===== config.mk =====
export PLATFORM = sky130hd
export DESIGN_NAME = mb_sequencer_flat
export DESIGN_NICKNAME = d
export VERILOG_FILES = /design/src/rtl/mb_sequencer_if.sv /design/src/rtl/mb_sequencer.sv /design/src/flat_wrapper.sv
export SDC_FILE = /design/constraint.sdc
export NUM_CORES = 1
export LEC_CHECK = 0
export BUFFER_PORTS_ARGS = -buffer_cell sky130_fd_sc_hd__buf_4
export CORE_ASPECT_RATIO = 0.9
export CORE_MARGIN = 2
export CORE_UTILIZATION = 54
export CTS_BUF_LIST = sky130_fd_sc_hd__clkbuf_8
export CTS_CLUSTER_SIZE = 10
export DETAILED_ROUTE_END_ITERATION = 10
export PLACE_DENSITY = 0.92
export SYNTH_ARGS = -nofsm -noshare
export SYNTH_HDL_FRONTEND = slang
export SYNTH_SLANG_ARGS = --single-unit

===== constraint.sdc =====
create_clock -name clk -period 3 [get_ports clk]
set_clock_uncertainty 0.15 [all_clocks]
set_input_delay 0.3 -clock clk [delete_from_list [all_inputs] [get_ports clk]]
set_output_delay 0.3 -clock clk [all_outputs]
set_load 0.01 [all_outputs]

===== src/rtl/mb_sequencer_if.sv =====
// Math Box sequencer bus: command strobe, microword fields from ROM, and status back to the CPU.
interface mb_sequencer_if;
   logic       begin_cmd;
   logic [7:0] start_addr;
   logic       u_stop;
   logic       u_jump;
   logic       u_cond;
   logic [7:0] u_jaddr;
   logic       alu_flag;
   logic [7:0] pc;
   logic       alu_en;
   logic       busy;
   logic       done;
   logic       timeout;

   modport master (
      output begin_cmd, start_addr, u_stop, u_jump, u_cond, u_jaddr, alu_flag,
      input  pc, alu_en, busy, done, timeout
   );

   modport slave (
      input  begin_cmd, start_addr, u_stop, u_jump, u_cond, u_jaddr, alu_flag,
      output pc, alu_en, busy, done, timeout
   );
endinterface


===== src/rtl/mb_sequencer.sv =====
// Math Box microprogram sequencer: walks the microcode ROM from a decoded start address
// until a STOP word executes, with jump handling and a watchdog abort.
module mb_sequencer #(
   parameter int WDOG_MAX = 1023
) (
   input  logic          clk,
   input  logic          reset,
   mb_sequencer_if.slave mb
);

   typedef enum logic {
      ST_IDLE = 1'b0,
      ST_RUN  = 1'b1
   } state_t;

   localparam logic [9:0] WDOG_LIMIT = 10'(WDOG_MAX);

   state_t     r_state;
   state_t     w_state_next;
   logic [7:0] r_pc;
   logic [7:0] w_pc_next;
   logic [9:0] r_wdog;
   logic [9:0] w_wdog_next;
   logic [9:0] w_wdog_inc;
   logic       r_done;
   logic       w_done_next;
   logic       r_timeout;
   logic       w_timeout_next;
   logic       w_jump_taken;

   assign w_wdog_inc   = r_wdog + 10'd1;
   assign w_jump_taken = mb.u_jump && (!mb.u_cond || mb.alu_flag);

   always_ff @(posedge clk or posedge reset) begin
      if (reset) begin
         r_state   <= ST_IDLE;
         r_pc      <= 8'h00;
         r_wdog    <= 10'd0;
         r_done    <= 1'b0;
         r_timeout <= 1'b0;
      end else begin
         r_state   <= w_state_next;
         r_pc      <= w_pc_next;
         r_wdog    <= w_wdog_next;
         r_done    <= w_done_next;
         r_timeout <= w_timeout_next;
      end
   end

   // A new command always wins; STOP outranks the watchdog so a program ending
   // exactly on the limit still completes normally.
   always_comb begin
      w_state_next   = r_state;
      w_pc_next      = r_pc;
      w_wdog_next    = r_wdog;
      w_done_next    = 1'b0;
      w_timeout_next = r_timeout;
      case (r_state)
         ST_IDLE: begin
            if (mb.begin_cmd) begin
               w_pc_next      = mb.start_addr;
               w_wdog_next    = 10'd0;
               w_timeout_next = 1'b0;
               w_state_next   = ST_RUN;
            end
         end
         ST_RUN: begin
            if (mb.begin_cmd) begin
               w_pc_next      = mb.start_addr;
               w_wdog_next    = 10'd0;
               w_timeout_next = 1'b0;
            end else if (mb.u_stop) begin
               w_state_next = ST_IDLE;
               w_done_next  = 1'b1;
            end else if (w_wdog_inc == WDOG_LIMIT) begin
               w_wdog_next    = w_wdog_inc;
               w_timeout_next = 1'b1;
               w_state_next   = ST_IDLE;
            end else begin
               w_wdog_next = w_wdog_inc;
               w_pc_next   = w_jump_taken ? mb.u_jaddr : r_pc + 8'd1;
            end
         end
         default: begin
            w_state_next = ST_IDLE;
         end
      endcase
   end

   assign mb.pc      = r_pc;
   assign mb.busy    = (r_state == ST_RUN);
   assign mb.alu_en  = (r_state == ST_RUN);
   assign mb.done    = r_done;
   assign mb.timeout = r_timeout;

   a_done_timeout_exclusive : assert property (
      @(posedge clk) disable iff (reset) !(r_done && r_timeout)
   );

   a_done_only_when_idle : assert property (
      @(posedge clk) disable iff (reset) r_done |-> (r_state == ST_IDLE)
   );

endmodule


===== src/flat_wrapper.sv =====
// flat-port wrapper written by rule: the top's interface ports become plain ports
module mb_sequencer_flat 
#(
   parameter int WDOG_MAX = 1023
)
  (clk, reset, mb_begin_cmd, mb_start_addr, mb_u_stop, mb_u_jump, mb_u_cond, mb_u_jaddr, mb_alu_flag, mb_pc, mb_alu_en, mb_busy, mb_done, mb_timeout);
  mb_sequencer_if mb_i ();
  input  logic clk;
  input  logic reset;
  input wire logic [$bits(mb_i.begin_cmd)-1:0] mb_begin_cmd;
  input wire logic [$bits(mb_i.start_addr)-1:0] mb_start_addr;
  input wire logic [$bits(mb_i.u_stop)-1:0] mb_u_stop;
  input wire logic [$bits(mb_i.u_jump)-1:0] mb_u_jump;
  input wire logic [$bits(mb_i.u_cond)-1:0] mb_u_cond;
  input wire logic [$bits(mb_i.u_jaddr)-1:0] mb_u_jaddr;
  input wire logic [$bits(mb_i.alu_flag)-1:0] mb_alu_flag;
  output wire logic [$bits(mb_i.pc)-1:0] mb_pc;
  output wire logic [$bits(mb_i.alu_en)-1:0] mb_alu_en;
  output wire logic [$bits(mb_i.busy)-1:0] mb_busy;
  output wire logic [$bits(mb_i.done)-1:0] mb_done;
  output wire logic [$bits(mb_i.timeout)-1:0] mb_timeout;
  assign mb_i.begin_cmd = mb_begin_cmd;
  assign mb_i.start_addr = mb_start_addr;
  assign mb_i.u_stop = mb_u_stop;
  assign mb_i.u_jump = mb_u_jump;
  assign mb_i.u_cond = mb_u_cond;
  assign mb_i.u_jaddr = mb_u_jaddr;
  assign mb_i.alu_flag = mb_alu_flag;
  assign mb_pc = mb_i.pc;
  assign mb_alu_en = mb_i.alu_en;
  assign mb_busy = mb_i.busy;
  assign mb_done = mb_i.done;
  assign mb_timeout = mb_i.timeout;
  mb_sequencer #(.WDOG_MAX(WDOG_MAX)) u_core (.clk(clk), .reset(reset), .mb(mb_i));
endmodule

* Word level (Yosys, flattened, before mapping)
Cells that the tools add are included.
** Operators by class
- Add/subtract/negate cells :: 2
- Multiply operators :: 0
- Divide/modulo/power cells :: 0
- Order comparisons :: 0
- Equal/unequal tests :: 5
- Shifts and indexed selects :: 0
- Multiplexer cells :: 23
- Bitwise operators :: 1
- Reduce and logical (&&, ||, !) cells :: 6
** Operators with widths (number)
- $mux W8 :: 5
- $mux W10 :: 3
- $pmux W10 S2 :: 1
- $pmux W8 S2 :: 1
- $mux W1 :: 11
- $add A10 B1 Y10 const B :: 1
- $eq A10 B10 Y1 const B :: 1
- $ne A3 B3 Y1 const B :: 3
- $add A8 B1 Y8 const B :: 1
- $reduce_and A3 Y1 :: 2
- $pmux W1 S2 :: 2
- $ne A2 B2 Y1 const B :: 1
- $reduce_and A2 Y1 :: 1
- $logic_and A1 B1 Y1 :: 1
- $logic_not A1 Y1 :: 1
- $logic_or A1 B1 Y1 :: 1
- $not A1 Y1 :: 1
** Storage, ports and cells
- Register bits after elaboration :: 21
- Bits in latches :: 0
- Bits in writable memories :: 0
- ROM bits :: 0
- Input port bits :: 23
- Output and inout port bits :: 12
- Word-level logic and storage cells :: 42
- Memories :: 0

* Longest topological paths before layout
- Word-level depth :: 8
- Mapped depth :: 8
- Gate-level depth less buffers :: 7

* Worst setup path before layout
OpenSTA, ideal clock, no wires.
- Path type :: register to register
- Start point :: reg u_core.r_wdog[0]
- End point :: reg u_core.r_pc[1] (netlist: u_core.mb.pc[1])
- Setup time :: 125 ps
- Arrival time :: 2382 ps
- Required time :: 2725 ps
- Setup slack :: 343 ps
- Cell stages (with the launch flop) :: 9
- Buffers on the path :: 1
- Clock period less this slack :: 2657 ps
- Path through :: dfrtp_1 > ha_1 > buf_2 > or3b_1 > o22ai_1 > a21oi_1 > or4_4 > a21oi_4 > mux2_2
** On the way
- Longest elaborated chain between the ends :: 4
** RTL lines
- from (decl) :: line mb_sequencer.sv:22 : logic [9:0] r_wdog;
- from (signal assigned) :: line mb_sequencer.sv:44 : r_wdog <= w_wdog_next;
- $add A10 B1 Y10 :: line mb_sequencer.sv:31 : assign w_wdog_inc = r_wdog + 10'd1;
- $eq A10 B10 Y1 :: line mb_sequencer.sv:75 : end else if (w_wdog_inc == WDOG_LIMIT) begin
- $ne A3 B3 Y1 (no source line)
- $reduce_and A3 Y1 (no source line)
- to (signal assigned) :: line mb_sequencer.sv:43 : r_pc <= w_pc_next;
- to (decl) :: line mb_sequencer.sv:20 : logic [7:0] r_pc;
No other way between the ends.
A chain may end at the register's enable or synchronous reset.

* Worst setup path in the final report
- Start point :: reg u_core.r_wdog[0]
- End point :: reg u_core.r_pc[4] (netlist: u_core.mb.pc[4])
The elaborated chain is that of the path after synthesis.

==> out/qor.csv <==
metric,value,unit
Pwr Density,423.3,nW/um^2
layout cell share with drive strength beyond 1,0.2857,
CTS sink count,21,
top-area cell type share of the netlist area,0.3996,
"Slowest-stage cell, CP",or4_4,
cell accounting for the most synthesized area,dfrtp_1,
depth of the worst register-to-register path,7,
sequential share of power,0.483,
initial core utilization,0.5865,
actual slew at the worst max-slew pin,0.7712,ns
net count reported at finish,209,
RSZ-0062 raised after global routing,false,
Post-Synthesis Net Count,174,
relative slew slack,0.4853,
number of synthesized register bits,21,
I/O Buffers,34,
global-route wire length before repair,4947,um
DR vias,1205,
Sw Ratio,0.2983,
Detailed Route Iter0 Violations,29,
R2R setup slack,0.18,ns
gp weighted congestion,0.9575,
post-synthesis cell type count,35,
clk buf depth,2,
height of the die,50.82,um
ys flop type,dfrtp_1,
Clock Root Buffer,clkbuf_8,
max-slew violations,0,
standard-cell row count,16,
full die area,2846,sq um
Ant. Diodes,0,
Synth area leaders,"dfrtp_1, xor2_1, nand2_1",
Post-synth EDFFs,0,
CTS tree,built,
Clk pwr share,0.271,
Finished Core Util,0.7299,
Setup Crit Path Kind,flop to flop,
post-synthesis compound-gate area fraction,0.1294,
Worst Hold Class,input port to async pin,
number of CTS-inserted buffers,3,
final setup vio count,0,
Synth async-reset ratio,1.000,
outcome,completed,
r2r startpoint,u_core.r_wdog[0],
Total Routing Usage GR,0.2208,
YS warnings,0,
Residual DRC,0,
routed vias/inst,5.766,
DRT Pass-1 Iters,4,
P_int,0.4861,mW
Leak Pwr,0.7664,nW
Setup crit start kind,flop,
multiplexer share of the synthesized area,0.07326,
Antenna Violating Nets Remaining,0,
max cap viols,0,
final worst path period share,0.9388,
fraction of synthesized cell area in xor and xnor cells,0.1066,
Max VDD drop,0.0003227,V
synthesis-to-finish area growth,24.45,%
grt total ovfl,0,
Simple-Gate Fraction of Synth Area,0.2160,
"Hold Violations, Final",0,
Setup Total Neg Slack,0,ns
critical path endpoint,u_core.mb.pc[4],
initial antenna violation count,0,
CP Launch Point,u_core.r_wdog[0],
Die W,56.02,um
area share of fa/ha/maj cells after synthesis,0.02854,
Comb power frac,0.246,
Synth Area per Inst,8.885,sq um
Top Ports,35,
Final HPWL DP,2257,um
synthesized cell area,1315,sq um
pin count of the biggest net entering global routing,22,
Syn Inst Count,148,
Core Box Area,2242,sq um
P_sw,0.2066,mW
"Setup Fix Bufs, Post-CTS",0,
CP cell instances,"ha_1, or3b_1, o22ai_1, a21oi_1, or4_4, a21oi_4, mux2_2",
Worst Path Max Fanout,10,
Routed WL,2983,um
sequential fraction of the synthesis area,0.3996,
largest family of logic cells by synthesized area,simple AND/OR/NAND/NOR gates,
Arrival @ worst endpoint,2.82,ns
cts repair resizes,0,
Worst setup EP type,flop,
worst path required time,3.00,ns
slowest cell delay on critical path,0.46,ns
clk_lat worst skew,0.26,ns
terminus of the critical flop-to-flop path,u_core.mb.pc[4],
maximum clock frequency,355.0,MHz
hold_buf cts,0,
post-DR wirelength/cell,14.27,um
number of global-route vias before repair,1123,
"CTS clk-pin slew, worst paths",0.08,ns
number of H-tree levels,1,
Final Critical Period,2.817,ns
[state kept, by name (all words and copies together), names as in the netlist]
name and cells:
u_core.mb.alu_en 1, u_core.r_wdog 10, u_core.mb.done 1, u_core.mb.pc 8, u_core.mb.timeout 1
[cell usage after synthesis (2+ instances only)]
cell	count
nand3_1	7
clkbuf_1	4
dfrtp_1	21
xor2_1	11
nor2_1	15
or3b_1	2
nand2_1	20
nand4_1	3
o21ai_0	10
a211oi_1	3
mux2_2	5
ha_1	3
mux2i_1	4
xnor2_1	5
inv_1	9
a21oi_1	6
and2_2	2
[cell usage in the layout (no fill, tap or decap), drive strengths merged, types with 2 or more instances in the layout]
cell type / synthesis / final
xnor2: 5 / 5
dfrtp: 21 / 21
mux2: 5 / 5
inv: 9 / 10
nand4: 3 / 3
xor2: 11 / 11
a21oi: 7 / 7
clkbuf: 4 / 3
a211oi: 3 / 3
and2: 4 / 4
and4: 2 / 2
mux2i: 4 / 4
buf: 2 / 36
or3b: 2 / 2
nor2: 15 / 15
ha: 3 / 3
o21ai: 11 / 11
nand2: 20 / 20
nand3: 7 / 7
[how the worst min path moves through the flow]
stage                      from                to  slack, ns
after floorplan           reset  u_core.mb.alu_en       0.13
after global placement    reset    u_core.mb.done       0.32
after detailed placement  reset    u_core.mb.done       0.35
after CTS                 reset    u_core.mb.done       0.06
after global routing      reset   u_core.mb.pc[5]       0.10
final                     reset   u_core.mb.pc[3]       0.02
[cell type report]
type                       count  area [sq um]
sequential                    21         525.5
fill                         166         605.6
clock inverter                 1         3.754
tap                           27         33.78
inverter                       9         33.78
timing repair buffer          36         270.3
multi-input combinational    112         728.2
clock buffer                   3         41.29
[per-stage QoR]
step | cells | instance area [sq um] | total power, mW | setup WS (ns) | hold slack [ns]
floorplan | 148 | 1315 | 0.4313 | 0.3429 | 0.1265
global placement | 205 | 1592 | 0.5000 | 0.2849 | 0.3193
detailed placement | 205 | 1592 | 0.5093 | 0.2081 | 0.3463
CTS | 209 | 1637 | 0.6896 | 0.1940 | 0.06463
global route | 209 | 1637 | 0.7205 | 0.04313 | 0.1019
finish | 209 | 1637 | 0.6927 | 0.1835 | 0.02399
[power by group through the flow]
stage | sequential [mW] | clock (mW) | combinational, mW
2_1_floorplan | 0.342 | 0 | 0.0889
4_1_cts | 0.334 | 0.183 | 0.172
3_3_place_gp | 0.338 | 0 | 0.163
5_1_grt | 0.339 | 0.194 | 0.188
3_5_place_dp | 0.340 | 0 | 0.170
6_report | 0.335 | 0.188 | 0.170
[metal layers]
layer | global-route usage | share of wire | up-vias
met4 | 0.06746 | 0.011 | 0
met5 | 0 | 0 | -
met2 | 0.3824 | 0.49 | 46
met3 | 0.03291 | 0.049 | 5
met1 | 0.2885 | 0.45 | 582
li1 | - | - | 572
[critical path, delay by kind of cell, from the launching register on]
family,cells,cell delay [ns]
multiplexers,1,0.38
flip-flops,1,0.45
AND/OR/NAND/NOR,2,0.85
adder cells (fa/ha/maj),1,0.34
AO/OA/AOI/OAI,3,0.53
[cell families (layout without fill, tap and decap cells)]
kind of cell | Yosys count | after routing
multiplexers | 9 | 9
AO/OA/AOI/OAI | 27 | 27
adder cells (fa/ha/maj) | 3 | 3
buffers and inverters | 15 | 49
flip-flops | 21 | 21
AND/OR/NAND/NOR | 57 | 57
XOR/XNOR | 16 | 16
Power figures use the tool's default switching activity.
